## config.mk

```make
export PLATFORM = sky130hd
export DESIGN_NAME = audio_voice_mixer4
export DESIGN_NICKNAME = d
export VERILOG_FILES = /design/src/rtl/audio_voice_mixer4_pkg.sv /design/src/rtl/audio_voice_mixer4_voice.sv /design/src/rtl/audio_voice_mixer4.sv
export SDC_FILE = /design/constraint.sdc
export NUM_CORES = 1
export LEC_CHECK = 0
export CAP_MARGIN = 20
export CORE_UTILIZATION = 53
export DETAILED_ROUTE_END_ITERATION = 7
export GPL_ROUTABILITY_DRIVEN = 0
export PLACE_DENSITY_LB_ADDON = 0.05
export SKIP_LAST_GASP = 1
export SYNTH_ARGS = -nofsm -noshare
export SYNTH_HDL_FRONTEND = slang
export SYNTH_HIERARCHICAL = 1
export SYNTH_SLANG_ARGS = --single-unit
```

## constraint.sdc

```tcl
create_clock -name clk -period 4.1 [get_ports clk]
set_input_delay 0.82 -clock clk [delete_from_list [all_inputs] [get_ports clk]]
set_output_delay 0.82 -clock clk [all_outputs]
set_load 0.02 [all_outputs]
```

## src/rtl/audio_voice_mixer4_pkg.sv

```systemverilog
// Shared definitions for the four-voice synthesizer core.
// Holds the default sample width, the offset-binary midscale, the
// waveform-select bit indices and the noise LFSR definition (seed, taps
// and a step function).
package audio_voice_mixer4_pkg;

    localparam int BITDEPTH = 14;
    localparam logic [13:0] MIDSCALE = 14'h2000;

    // Bit positions inside a voice_select mask
    localparam int SEL_TRI   = 0;
    localparam int SEL_SAW   = 1;
    localparam int SEL_PULSE = 2;
    localparam int SEL_NOISE = 3;

    // 23-bit Fibonacci noise generator
    localparam int          LFSR_WIDTH  = 23;
    localparam logic [22:0] LFSR_SEED   = 23'h7FFFFF;
    localparam int          LFSR_TAP_HI = 22;
    localparam int          LFSR_TAP_LO = 17;

    // Phase bit whose rising transition clocks the noise generator
    localparam int NOISE_CLK_BIT = 19;

    // One shift-left step with XOR feedback into bit 0
    function automatic logic [LFSR_WIDTH-1:0] lfsr_next(input logic [LFSR_WIDTH-1:0] s);
        lfsr_next = {s[LFSR_WIDTH-2:0], s[LFSR_TAP_HI] ^ s[LFSR_TAP_LO]};
    endfunction

endpackage

```

## src/rtl/audio_voice_mixer4_voice.sv

```systemverilog
// One synthesizer voice: phase accumulator, noise LFSR and waveform select.
// Ports:
//   clk, rst_n       system clock, asynchronous active-low reset
//   tick_i           sample strobe; phase/LFSR advance only when high
//   increment_i      unsigned phase increment per sample
//   voice_select_i   waveform mask (tri, saw, pulse, noise); set bits are ANDed
//   osc_o            combinational offset-binary voice sample
module audio_voice #(
    parameter int BITDEPTH  = audio_voice_mixer4_pkg::BITDEPTH,
    parameter int ACC_WIDTH = 24,
    parameter int INC_WIDTH = 21
) (
    input  logic                 clk,
    input  logic                 rst_n,
    input  logic                 tick_i,
    input  logic [INC_WIDTH-1:0] increment_i,
    input  logic [3:0]           voice_select_i,
    output logic [BITDEPTH-1:0]  osc_o
);
    import audio_voice_mixer4_pkg::*;

    localparam logic [BITDEPTH-1:0] MID_L = {1'b1, {(BITDEPTH-1){1'b0}}};

    logic [ACC_WIDTH-1:0]  phase_q, phase_d;
    logic [LFSR_WIDTH-1:0] lfsr_q, lfsr_d;

    logic [BITDEPTH-1:0] tri_s, saw_s, pulse_s, noise_s, wave_s;

    // Next phase / LFSR: advance on the sample strobe, noise steps on a 0->1 of the clocking bit
    always_comb begin
        phase_d = phase_q;
        lfsr_d  = lfsr_q;
        if (tick_i) begin
            phase_d = phase_q + ACC_WIDTH'(increment_i);
            if (!phase_q[NOISE_CLK_BIT] && phase_d[NOISE_CLK_BIT]) begin
                lfsr_d = lfsr_next(lfsr_q);
            end else begin
                lfsr_d = lfsr_q;
            end
        end else begin
            phase_d = phase_q;
            lfsr_d  = lfsr_q;
        end
    end

    // Phase and LFSR state registers
    always_ff @(posedge clk or negedge rst_n) begin
        if (!rst_n) begin
            phase_q <= '0;
            lfsr_q  <= LFSR_SEED;
        end else begin
            phase_q <= phase_d;
            lfsr_q  <= lfsr_d;
        end
    end

    // Triangle folds the lower half-cycle ramp back down once the MSB sets
    assign tri_s   = phase_q[ACC_WIDTH-1] ? ~phase_q[ACC_WIDTH-2 -: BITDEPTH]
                                          :  phase_q[ACC_WIDTH-2 -: BITDEPTH];
    assign saw_s   = phase_q[ACC_WIDTH-1 -: BITDEPTH];
    assign pulse_s = phase_q[ACC_WIDTH-1] ? {BITDEPTH{1'b0}} : {BITDEPTH{1'b1}};
    assign noise_s = lfsr_q[LFSR_WIDTH-1 -: BITDEPTH];

    // Unselected waveforms contribute all-ones so they drop out of the AND
    assign wave_s = (voice_select_i[SEL_TRI]   ? tri_s   : {BITDEPTH{1'b1}})
                  & (voice_select_i[SEL_SAW]   ? saw_s   : {BITDEPTH{1'b1}})
                  & (voice_select_i[SEL_PULSE] ? pulse_s : {BITDEPTH{1'b1}})
                  & (voice_select_i[SEL_NOISE] ? noise_s : {BITDEPTH{1'b1}});

    assign osc_o = (voice_select_i == 4'b0000) ? MID_L : wave_s;

endmodule

```

## src/rtl/audio_voice_mixer4.sv

```systemverilog
// Four-voice synthesizer core.
// A free-running divider produces a one-clk sample strobe every
// 2**SAMPLECLOCK_DIV clocks; four voices advance on that strobe and the
// mixer averages them into one offset-binary sample one clock later.
// Ports:
//   clk, rst_n                     system clock, asynchronous active-low reset
//   increment1..4                  per-voice phase increment
//   voice_select1..4               per-voice waveform mask
//   sample_tick                    one-clk strobe per sample period
//   osc1_out..osc4_out             per-voice samples (valid the clk after sample_tick)
//   mix                            averaged sample, updated 2 clk after sample_tick
module audio_voice_mixer4 #(
    parameter int BITDEPTH        = audio_voice_mixer4_pkg::BITDEPTH,
    parameter int SAMPLECLOCK_DIV = 8,
    parameter int ACC_WIDTH       = 24,
    parameter int INC_WIDTH       = 21
) (
    input  logic                 clk,
    input  logic                 rst_n,
    input  logic [INC_WIDTH-1:0] increment1,
    input  logic [INC_WIDTH-1:0] increment2,
    input  logic [INC_WIDTH-1:0] increment3,
    input  logic [INC_WIDTH-1:0] increment4,
    input  logic [3:0]           voice_select1,
    input  logic [3:0]           voice_select2,
    input  logic [3:0]           voice_select3,
    input  logic [3:0]           voice_select4,
    output logic                 sample_tick,
    output logic [BITDEPTH-1:0]  osc1_out,
    output logic [BITDEPTH-1:0]  osc2_out,
    output logic [BITDEPTH-1:0]  osc3_out,
    output logic [BITDEPTH-1:0]  osc4_out,
    output logic [BITDEPTH-1:0]  mix
);
    import audio_voice_mixer4_pkg::*;

    localparam logic [BITDEPTH-1:0] MID_L = {1'b1, {(BITDEPTH-1){1'b0}}};

    logic [SAMPLECLOCK_DIV-1:0] cnt_q, cnt_d;
    logic                       tick_q, tick_d;
    logic                       tick_dly_q;
    logic [BITDEPTH-1:0]        mix_q, mix_d;

    logic signed [BITDEPTH+1:0] sum_s;
    logic [1:0]                 unused_frac_s;

    // Divider: the strobe register is loaded as the counter reaches all-ones,
    // so it is high exactly while the counter holds all-ones
    always_comb begin
        cnt_d  = cnt_q + {{(SAMPLECLOCK_DIV-1){1'b0}}, 1'b1};
        tick_d = (cnt_d == {SAMPLECLOCK_DIV{1'b1}});
    end

    // Divider, strobe and strobe-delay registers
    always_ff @(posedge clk or negedge rst_n) begin
        if (!rst_n) begin
            cnt_q      <= '0;
            tick_q     <= 1'b0;
            tick_dly_q <= 1'b0;
        end else begin
            cnt_q      <= cnt_d;
            tick_q     <= tick_d;
            tick_dly_q <= tick_q;
        end
    end

    assign sample_tick = tick_q;

    audio_voice #(.BITDEPTH(BITDEPTH), .ACC_WIDTH(ACC_WIDTH), .INC_WIDTH(INC_WIDTH)) u_voice1 (
        .clk(clk), .rst_n(rst_n), .tick_i(tick_q),
        .increment_i(increment1), .voice_select_i(voice_select1), .osc_o(osc1_out)
    );
    audio_voice #(.BITDEPTH(BITDEPTH), .ACC_WIDTH(ACC_WIDTH), .INC_WIDTH(INC_WIDTH)) u_voice2 (
        .clk(clk), .rst_n(rst_n), .tick_i(tick_q),
        .increment_i(increment2), .voice_select_i(voice_select2), .osc_o(osc2_out)
    );
    audio_voice #(.BITDEPTH(BITDEPTH), .ACC_WIDTH(ACC_WIDTH), .INC_WIDTH(INC_WIDTH)) u_voice3 (
        .clk(clk), .rst_n(rst_n), .tick_i(tick_q),
        .increment_i(increment3), .voice_select_i(voice_select3), .osc_o(osc3_out)
    );
    audio_voice #(.BITDEPTH(BITDEPTH), .ACC_WIDTH(ACC_WIDTH), .INC_WIDTH(INC_WIDTH)) u_voice4 (
        .clk(clk), .rst_n(rst_n), .tick_i(tick_q),
        .increment_i(increment4), .voice_select_i(voice_select4), .osc_o(osc4_out)
    );

    // Removing midscale from an offset-binary value is the same as flipping its MSB;
    // the result is then sign-extended to the wide accumulator
    function automatic logic signed [BITDEPTH+1:0] centred(input logic [BITDEPTH-1:0] x);
        centred = {{3{~x[BITDEPTH-1]}}, x[BITDEPTH-2:0]};
    endfunction

    assign sum_s = centred(osc1_out) + centred(osc2_out) + centred(osc3_out) + centred(osc4_out);

    // Taking bits [BITDEPTH+1:2] is the floor shift by 2; flipping the MSB adds midscale back
    always_comb begin
        if (tick_dly_q) begin
            mix_d = {~sum_s[BITDEPTH+1], sum_s[BITDEPTH:2]};
        end else begin
            mix_d = mix_q;
        end
    end

    assign unused_frac_s = sum_s[1:0];

    // Mix output register: loaded once per sample period, held otherwise
    always_ff @(posedge clk or negedge rst_n) begin
        if (!rst_n) begin
            mix_q <= MID_L;
        end else begin
            mix_q <= mix_d;
        end
    end

    assign mix = mix_q;

endmodule

```

# [Word level (Yosys, flattened, before mapping)]
# Index checks and enable logic that the tools add are counted.
[classes] n_addsub=8 mul=0 div=0 magnitude_cmp=0 n_eq_ne=1 shift=0 mux=28 n_bitwise=25 n_reduce_logical=16
[ops] operator="$mux W14" n=28
[ops] operator="$and A14 B14 Y14" n=12
[ops] operator="$add A24 B21 Y24" n=4
[ops] operator="$not A14 Y14" n=4
[ops] operator="$add A15 B14 Y16" n=1
[ops] operator="$add A16 B14 Y16" n=1
[ops] operator="$logic_not A4 Y1" n=4
[ops] operator="$add A14 B14 Y15" n=1
[ops] operator="$add A8 B1 Y8 const B" n=1
[ops] operator="$eq A8 B8 Y1 const B" n=1
[ops] operator="$reduce_and A2 Y1" n=4
[ops] operator="$not A1 Y1" n=5
[ops] operator="$logic_and A1 B1 Y1" n=4
[ops] operator="$logic_not A1 Y1" n=4
[ops] operator="$xor A1 B1 Y1" n=4
[totals] regBits=212 latch_bits=0 mem_bits_rw=0 rom_bits=0 inputBits=102 output_inout_bits=71 elab_cells=90 mem_count=0

# [Logic depth before layout (Yosys ltp)]
# Gate-level depths: netlist of the first run.
[logic_depth] depth_word=12 ltp_mapped=15

# [Modules after synthesis]
# Netlist of the first run, hierarchy kept.
[modules_own_cells] module="audio_voice (u_voice1)" n_inst=1 cells_each=584 area_each_um2=4674.5 seq_area_each_um2=1204.9
[modules_own_cells] module="audio_voice (u_voice4)" n_inst=1 cells_each=297 area_each_um2=3308.2 seq_area_each_um2=1204.9
[modules_own_cells] module="audio_voice (u_voice3)" n_inst=1 cells_each=334 area_each_um2=3303.2 seq_area_each_um2=1204.9
[modules_own_cells] module="audio_voice (u_voice2)" n_inst=1 cells_each=314 area_each_um2=3239.4 seq_area_each_um2=1204.9
[modules_own_cells] module="audio_voice_mixer4" n_inst=1 cells_each=273 area_each_um2=2453.6 seq_area_each_um2=601.8

# [Least setup slack after synthesis of the first run]
# No wires, ideal clock.
[synth_timing] kind="input -> register" startpoint="input port voice_select1[0]" endpoint="register mix_q[12] (netlist: mix[12])" t_arrival_ps=4678 t_required_ps=3974 path_slack_ps=-704 cell_stages=14 n_path_buf=2 path_cell_list="clkbuf_1 o41ai_1 clkbuf_1 a211oi_1 inv_1 fa_1 fa_1 inv_1 ha_1 or4_4 o21ai_2 o211ai_2 a31o_1 a221o_1"
[synth_between] word_cells_on_any_way=10
[synth_rtl] item="start: declaration" line="audio_voice_mixer4.sv:24" source="input logic [3:0] voice_select1,"
[synth_rtl] item="$mux W14" line="audio_voice_mixer4_voice.sv:65" source="assign wave_s = (voice_select_i[SEL_TRI] ? tri_s : {BITDEPTH{1'b1}})"
[synth_rtl] item="$and A14 B14 Y14" line="audio_voice_mixer4_voice.sv:66" source="& (voice_select_i[SEL_SAW] ? saw_s : {BITDEPTH{1'b1}})"
[synth_rtl] item="$and A14 B14 Y14" line="audio_voice_mixer4_voice.sv:67" source="& (voice_select_i[SEL_PULSE] ? pulse_s : {BITDEPTH{1'b1}})"
[synth_rtl] item="$and A14 B14 Y14" line="audio_voice_mixer4_voice.sv:68" source="& (voice_select_i[SEL_NOISE] ? noise_s : {BITDEPTH{1'b1}});"
[synth_rtl] item="$mux W14 (*)" line="audio_voice_mixer4_voice.sv:70" source="assign osc_o = (voice_select_i == 4'b0000) ? MID_L : wave_s;"
[synth_rtl] item="named net osc1_out[3]" line="audio_voice_mixer4.sv:29" source="output logic [BITDEPTH-1:0] osc1_out,"
[synth_rtl] item="$add A14 B14 Y15 (*)" line="audio_voice_mixer4.sv:92" source="assign sum_s = centred(osc1_out) + centred(osc2_out) + centred(osc3_out) + centred(osc4_out);"
[synth_rtl] item="$add A15 B14 Y16 (*)" line="audio_voice_mixer4.sv:92"
[synth_rtl] item="$add A16 B14 Y16 (*)" line="audio_voice_mixer4.sv:92"
[synth_rtl] item="end signal: assignment" line="audio_voice_mixer4.sv:110" source="mix_q <= mix_d;"
[synth_rtl] item="end: declaration" line="audio_voice_mixer4.sv:42" source="logic [BITDEPTH-1:0] mix_q, mix_d;"
# Mark *: on every way through the listed nets, which the timed path passes. The rest lies on a longest branch.
# A chain may end at the register's enable or synchronous reset.

# [Worst setup path after layout of the first run]
[layout_timing] startpoint="input port voice_select2[0]" endpoint="register mix_q[12] (netlist: mix[12])"
[layout_between] elab_chain_len=9 word_cells_on_any_way=10
[layout_lines] item="start: declaration" line="audio_voice_mixer4.sv:25" source="input logic [3:0] voice_select2,"
[layout_lines] item="$mux W14" line="audio_voice_mixer4_voice.sv:65"
[layout_lines] item="$and A14 B14 Y14" line="audio_voice_mixer4_voice.sv:66"
[layout_lines] item="$and A14 B14 Y14" line="audio_voice_mixer4_voice.sv:67"
[layout_lines] item="$and A14 B14 Y14" line="audio_voice_mixer4_voice.sv:68"
[layout_lines] item="$mux W14 (*)" line="audio_voice_mixer4_voice.sv:70"
[layout_lines] item="$not A1 Y1" line="audio_voice_mixer4.sv:89" source="centred = {{3{~x[BITDEPTH-1]}}, x[BITDEPTH-2:0]};"
[layout_lines] item="$add A14 B14 Y15 (*)" line="audio_voice_mixer4.sv:92"
[layout_lines] item="$add A15 B14 Y16 (*)" line="audio_voice_mixer4.sv:92"
[layout_lines] item="$add A16 B14 Y16 (*)" line="audio_voice_mixer4.sv:92"
# Every way passes the cells marked *; elsewhere a longest branch is shown, timed or not.

==> results of run 1 <==
Yosys cell counts (all sizes together), types with 6 or more instances:
| cell type | n | share of area, % |
|---|---|---|
| nand2b | 11 | 0.41 |
| o211ai | 19 | 1.0 |
| a31oi | 35 | 1.3 |
| a21oi | 144 | 4.4 |
| o22ai | 52 | 1.9 |
| buf | 31 | 1.2 |
| o21bai | 17 | 0.75 |
| a2bb2oi | 23 | 1.2 |
| nor2 | 57 | 1.3 |
| a21o | 34 | 1.5 |
| dfrtp | 119 | 18 |
| o21ai | 62 | 2.0 |
| inv | 117 | 2.6 |
| nand3b | 6 | 0.27 |
| a21boi | 6 | 0.27 |
| mux2 | 127 | 8.9 |
| ha | 99 | 7.3 |
| o2bb2ai | 7 | 0.36 |
| nand3 | 53 | 1.6 |
| clkbuf | 65 | 1.6 |
| a211oi | 105 | 4.7 |
| and3 | 19 | 0.74 |
| o31ai | 14 | 0.71 |
| o21a | 17 | 0.76 |
| dfstp | 93 | 14 |
| nor3 | 48 | 1.4 |
| nand2 | 123 | 2.7 |
| nor2b | 32 | 1.2 |
| or3 | 9 | 0.34 |
| xnor2 | 96 | 5.0 |
| xor2 | 32 | 1.7 |
| nand4 | 15 | 0.64 |
| fa | 33 | 3.9 |
| o311ai | 6 | 0.41 |
cells by family after synthesis:
family / after synthesis / share of synthesized area, %
AO/OA/AOI/OAI: 585 / 23.8
AND/OR/NAND/NOR: 403 / 12.1
buffers and inverters: 214 / 5.39
flip-flops: 212 / 31.9
adder cells (fa/ha/maj): 132 / 11.2
XOR/XNOR: 128 / 6.60
multiplexers: 128 / 8.92
registers in the layout, summed over array words and instances (netlist names):
register / count
cnt_q: 8
mix: 14
sample_tick: 1
tick_dly_q: 1
u_voice1/lfsr_q: 23
u_voice1/phase_q: 24
u_voice2/lfsr_q: 23
u_voice2/phase_q: 24
u_voice3/lfsr_q: 23
u_voice3/phase_q: 24
u_voice4/lfsr_q: 23
u_voice4/phase_q: 24
area by class of cell:
type | count | area, um^2 | area share (%)
flip-flops and latches | 212 | 5430 | 25.6
clock buffers | 40 | 807 | 3.80
repair buffers | 328 | 2950 | 13.9
inverters | 118 | 443 | 2.09
multi-input cells | 1376 | 11000 | 52.0
well taps | 402 | 503 | 2.37
clock inverters | 8 | 72.6 | 0.342
routing by layer:
metal | track usage (%) | wire length, um
met1 | 39.7 | 21100
met2 | 47.5 | 22200
met3 | 3.18 | 2520
met4 | 8.54 | 1070
met5 | 0 | 0
worst max path at each step:
stage	slack, ns	start	cells after the start	end
2_1_floorplan	-0.20	voice_select2[0]	14	mix[12]
3_3_place_gp	-0.73	voice_select3[3]	14	mix[12]
3_5_place_dp	-0.83	voice_select3[3]	14	mix[12]
4_1_cts	-0.01	voice_select3[0]	14	mix[12]
5_1_grt	-0.007	voice_select2[2]	15	mix[12]
6_report	0.09	voice_select2[0]	14	mix[12]
worst reg2reg max path: cells and delay by family (launching register included):
| family | cells | cell delay (ns) |
|---|---|---|
| AND/OR/NAND/NOR | 1 | 0.53 |
| adder cells (fa/ha/maj) | 3 | 1.19 |
| buffers and inverters | 3 | 0.34 |
| AO/OA/AOI/OAI | 5 | 1.15 |
| flip-flops | 1 | 0.48 |
| XOR/XNOR | 1 | 0.16 |
power by group through the flow:
stage	Clock, mW	Combinational, mW	Sequential (mW)
after floorplan	0	0.623	2.14
after global placement	0	1.10	2.14
after detailed placement	0	1.12	2.14
after CTS	2.43	1.14	2.10
after global routing	2.53	1.25	2.10
final	2.38	1.14	2.10
repair_timing:
item / in CTS / in global routing
buffers inserted: 0 / 5
pin swaps: 4 / 13
gates resized for setup: 22 / 27
setup endpoints to repair: 9 / 7
through the flow:
| step | power (mW) | cells | utilization [%] | cell area, um^2 |
|---|---|---|---|---|
| CTS | 5.67 | 2479 | 67.1 | 21200 |
| detailed placement | 3.26 | 2431 | 64.2 | 20300 |
| floorplan | 2.76 | 1802 | - | 17400 |
| finish | 5.63 | 2484 | 67.3 | 21200 |
| global placement | 3.24 | 2431 | 64.2 | 20300 |
| global route | 5.89 | 2484 | 67.3 | 21200 |
==> results.toml, run 1 <==
[route]
drt-total-wl_mm = 47.0
avgRoutedWirePerCell_um = 18.9
drc_errors = 0
drt-initial-drc-count = 965
num_vias = 15100
dr.pass1.iters = 7
ant_nets = 0
via_per_inst = 6.07

[synthesis]
synthesis.nets = 2036
synth.avg_cell_area_um2 = 9.42
ys_seq_elements = 212
syn-cell-area_um2 = 17000
synth_edf_count = 0
synth_warnings = 6
synth-seq-area-share_pct = 31.9
ys.flop_type = "dfrtp_1"
netlist_instances = 1802
async_flop_share_pct = 100
synth_cell_types = 102

[timing]
hold_violations = 0
timing.final.ws_setup_ns = 0.0857
post-route-period-util_pct = 97.9
finalSetupViolations = 0
hold_slack_ns = 0.306
relSlewSlack_pct = 48.2
setup_tns_ns = 0
fin_skew_ns = 0.0120
tightest_slew_ns = 0.773
slew_violations = 0
fmax_ghz = 0.249
min_period_ns = 4.01

[clock_network]
tritoncts = "done"
clk_latency_ns = 0.55
cts_root_buf = "clkbuf_16"
cts_max_path_buffers = 3
clkSinkCount = 212
clkTransAtPathRegs_ns = 0.06
cts_hold_buf = 0
cts_inserted_buffers = 26
cts-htree-levels = 1

[placement]
portBuffers = 172
hpwl_mm = 35.0
post-place-ws_ns = -0.833

[worst_setup_path]
cp-end-kind = "register"
criticalPathCategory = "in2reg"
crit_arrival_ns = 4.44
path_common_cell = "fa_1"
cp.required_ns = 4.53
start_kind = "primary input"
cpLargestDelayFamily = "compound AO/OA/AOI/OAI gates"
rr_startpoint = "u_voice3/phase_q[23]"
r2r_cells = 13
slowest_delay_ns = 0.55
crit_chain = "dlygate4sd2_1 -> o41ai_4 -> buf_12 -> a211oi_4 -> inv_2 -> fa_1 -> fa_1 -> inv_1 -> ha_1 -> or4_4 -> o21ai_4 -> o211ai_4 -> a31o_1 -> a221o_1"
slowest_stage = "or4_4"
rr_endpoint = "mix[12]"
ff2ff_setup_slack_ns = 0.16
worst-path-max-fanout = 7
crit_buf_inv = 4

[power_and_ir_drop]
power_density_nw_per_um2 = 265
seq_power_share_pct = 37.3
clockPowerShare_pct = 42.3
p_switching_mw = 1.59
internal_power_mw = 4.04
p_leak_nw = 8.88
vdd_drop_max_mv = 0.278
switching_share_pct = 28.2
combPwrFrac_pct = 20.3

[floorplan]
core_um2 = 31600
dieArea_um2 = 32800
start_util_pct = 53.8
io_pins = 173
die_w_um = 181
row_count = 65
fp.dieH_um = 181

[final_layout]
drive_above_1_share_pct = 25.5
area_growth_pct = 25.1
nets = 2296
diodes = 0
final_cell_mix = "clkdlybuf4s50_1, buf_4, a21oi_1"
fillCellCount = 2558
final_common_cell = "clkdlybuf4s50_1"

[grt]
grt_pass1_wl_mm = 76.4
grt_use_total_pct = 28.7
grt_max_degree = 83
antenna_found_initial = 0
grt_remaining_overflow = 0
grt_pass1_vias = 14800

[hold_path]
hold_path_class = "in2async"

[status]
status = "finished clean"

[flow_run]
maxCapViolations = 0
Power figures use the tool's default switching activity.
==> run 2: changes to the inputs <==
--- a/config.mk
+++ b/config.mk
@@ -10,7 +10,9 @@
 export DETAILED_ROUTE_END_ITERATION = 7
 export GPL_ROUTABILITY_DRIVEN = 0
 export PLACE_DENSITY_LB_ADDON = 0.05
+export RECOVER_POWER = 100
 export SKIP_LAST_GASP = 1
+export SLEW_MARGIN = 25
 export SYNTH_ARGS = -nofsm -noshare
 export SYNTH_HDL_FRONTEND = slang
 export SYNTH_HIERARCHICAL = 1
==> run 2 against run 1 <==
Against the previous run: the run now ends with capacitance limit, slew limit left; global-route usage is the same; highest routed layer unchanged; die area did not move; critical path type unchanged; largest cell class unchanged; clock power is essentially flat; critical path depth is the same; worst setup slack worse by 0.0086 ns; first-iteration DRC count decreased by 3.0%; clock-buffer cell count unchanged; hold slack gained 0.17 ns; cell area down 1.1%; wire length decreased by 0.17%; largest power group unchanged; total power is 0.39% lower; sequential share of layout area increased by 0.26 points; critical endpoint unchanged.
==> results.toml, run 2 (synthesized netlist as in run 1, its figures left out) <==
[placement]
place_inst = 2431
post-place-ws_ns = -0.833
portBuffers = 172
place_area_um2 = 20300
hpwl_mm = 35.0

[floorplan]
dieArea_um2 = 32800
die_w_um = 181
fp.dieH_um = 181
row_count = 65
io_pins = 173
start_util_pct = 53.8
core_um2 = 31600

[final_layout]
nets = 2296
post-route-util_pct = 66.6
fillCellCount = 2593
drive_above_1_share_pct = 23.8
finalInstanceArea_um2 = 21000
final_cell_mix = "a21oi_1, buf_4, nand2_1"
area_growth_pct = 23.7
fin_cells = 2485
final_common_cell = "a21oi_1"

[timing]
tightest_slew_ns = 2.19
hold_slack_ns = 0.476
hold_violations = 0
finalSetupViolations = 0
relSlewSlack_pct = -45.8
post-route-period-util_pct = 98.1
timing.final.ws_setup_ns = 0.0771
setup_tns_ns = 0
fmax_ghz = 0.249
min_period_ns = 4.02
slew_violations = 162
fin_skew_ns = 0.0123

[clock_network]
tritoncts = "done"
cts_inserted_buffers = 26
cts_max_path_buffers = 3
clk_latency_ns = 0.55
clkSinkCount = 212
clkTransAtPathRegs_ns = 0.06
cts-htree-levels = 1
cts_hold_buf = 0
cts_root_buf = "clkbuf_16"

[route]
via_per_inst = 6.05
drt-initial-drc-count = 936
ant_nets = 0
num_vias = 15000
drc_errors = 0
avgRoutedWirePerCell_um = 18.9
drt-total-wl_mm = 46.9
dr.pass1.iters = 5

[worst_setup_path]
cp.required_ns = 4.53
cp-end-kind = "register"
rr_startpoint = "u_voice3/phase_q[23]"
start_kind = "primary input"
worst-path-max-fanout = 7
crit_arrival_ns = 4.45
critPathLaunch = "voice_select2[0]"
criticalPathCategory = "in2reg"

[power_and_ir_drop]
power_density_nw_per_um2 = 267
p_leak_nw = 8.94
vdd_drop_max_mv = 0.278
total_power_mw = 5.61

[grt]
grt_pass1_wl_mm = 76.4
grt_use_total_pct = 28.7
antenna_found_initial = 1
grt_remaining_overflow = 0
grt_max_degree = 83
grt_pass1_vias = 14800

[flow_run]
maxCapViolations = 3

[hold_path]
min_from = "cnt_q[7]"
hold_path_class = "reg2reg"

[status]
violations = "capacitance limit, slew limit"
status = "finished with violations"
==> run 2: changes by cell type in the layout (fill, tap and decap cells not counted), sizes merged <==
cell,previous run,this run
dlygate4sd3,0,64
clkdlybuf4s50,159,95
buf,156,142
diode,0,1
clkbuf,45,59
==> run 2: area by class of cell <==
class | count | area (um^2) | share of cell area [%]
well taps | 402 | 503 | 2.39
repair buffers | 328 | 2880 | 13.7
multi-input cells | 1376 | 10900 | 51.8
clock buffers | 40 | 807 | 3.84
diodes | 1 | 2.50 | 0.0119
clock inverters | 8 | 72.6 | 0.345
flip-flops and latches | 212 | 5420 | 25.8
inverters | 118 | 443 | 2.11
==> run 2: layer usage <==
metal	vias up	track usage [%]	wire length, um
met4	0	8.54	1120
met2	462	47.5	22200
met1	7296	39.7	21200
met3	71	3.18	2370
met5	-	0	0
li1	7208	-	-
==> run 2: timing repair <==
action                                  in CTS  in global routing
endpoints found under the setup margin       9                  7
resized for setup                           22                 27
pin swaps                                    4                 13
buffers inserted                             0                  5
==> run 2: critical path: stages <==
cell	delay, ns
dlygate4sd2_1	0.30
o41ai_4	0.42
buf_12	0.19
a211oi_4	0.05
inv_2	0.08
fa_1	0.43
fa_1	0.51
inv_1	0.05
ha_1	0.18
or4_4	0.55
o21ai_4	0.21
o211ai_4	0.14
a31o_1	0.24
a221o_1	0.29
==> run 2: final timing paths <==
path / end / slack, ns / cells past startpoint
max: mix[12] / 0.08 / 14
min: cnt_q[7] / 0.48 / 1
max reg2reg: mix[12] / 0.17 / 13
min reg2reg: cnt_q[7] / 0.48 / 1
max in group asynchronous: u_voice1/phase_q[2] / 1.06 / 2
min in group asynchronous: u_voice4/phase_q[1] / 0.89 / 1
==> run 2: report_power, final <==
part | internal [mW] | leakage [nW] | switching, mW | total, mW
combinational | 0.510 | 6.04 | 0.616 | 1.13
clock | 1.42 | 0.436 | 0.962 | 2.38
sequential | 2.10 | 2.46 | 0.00159 | 2.10
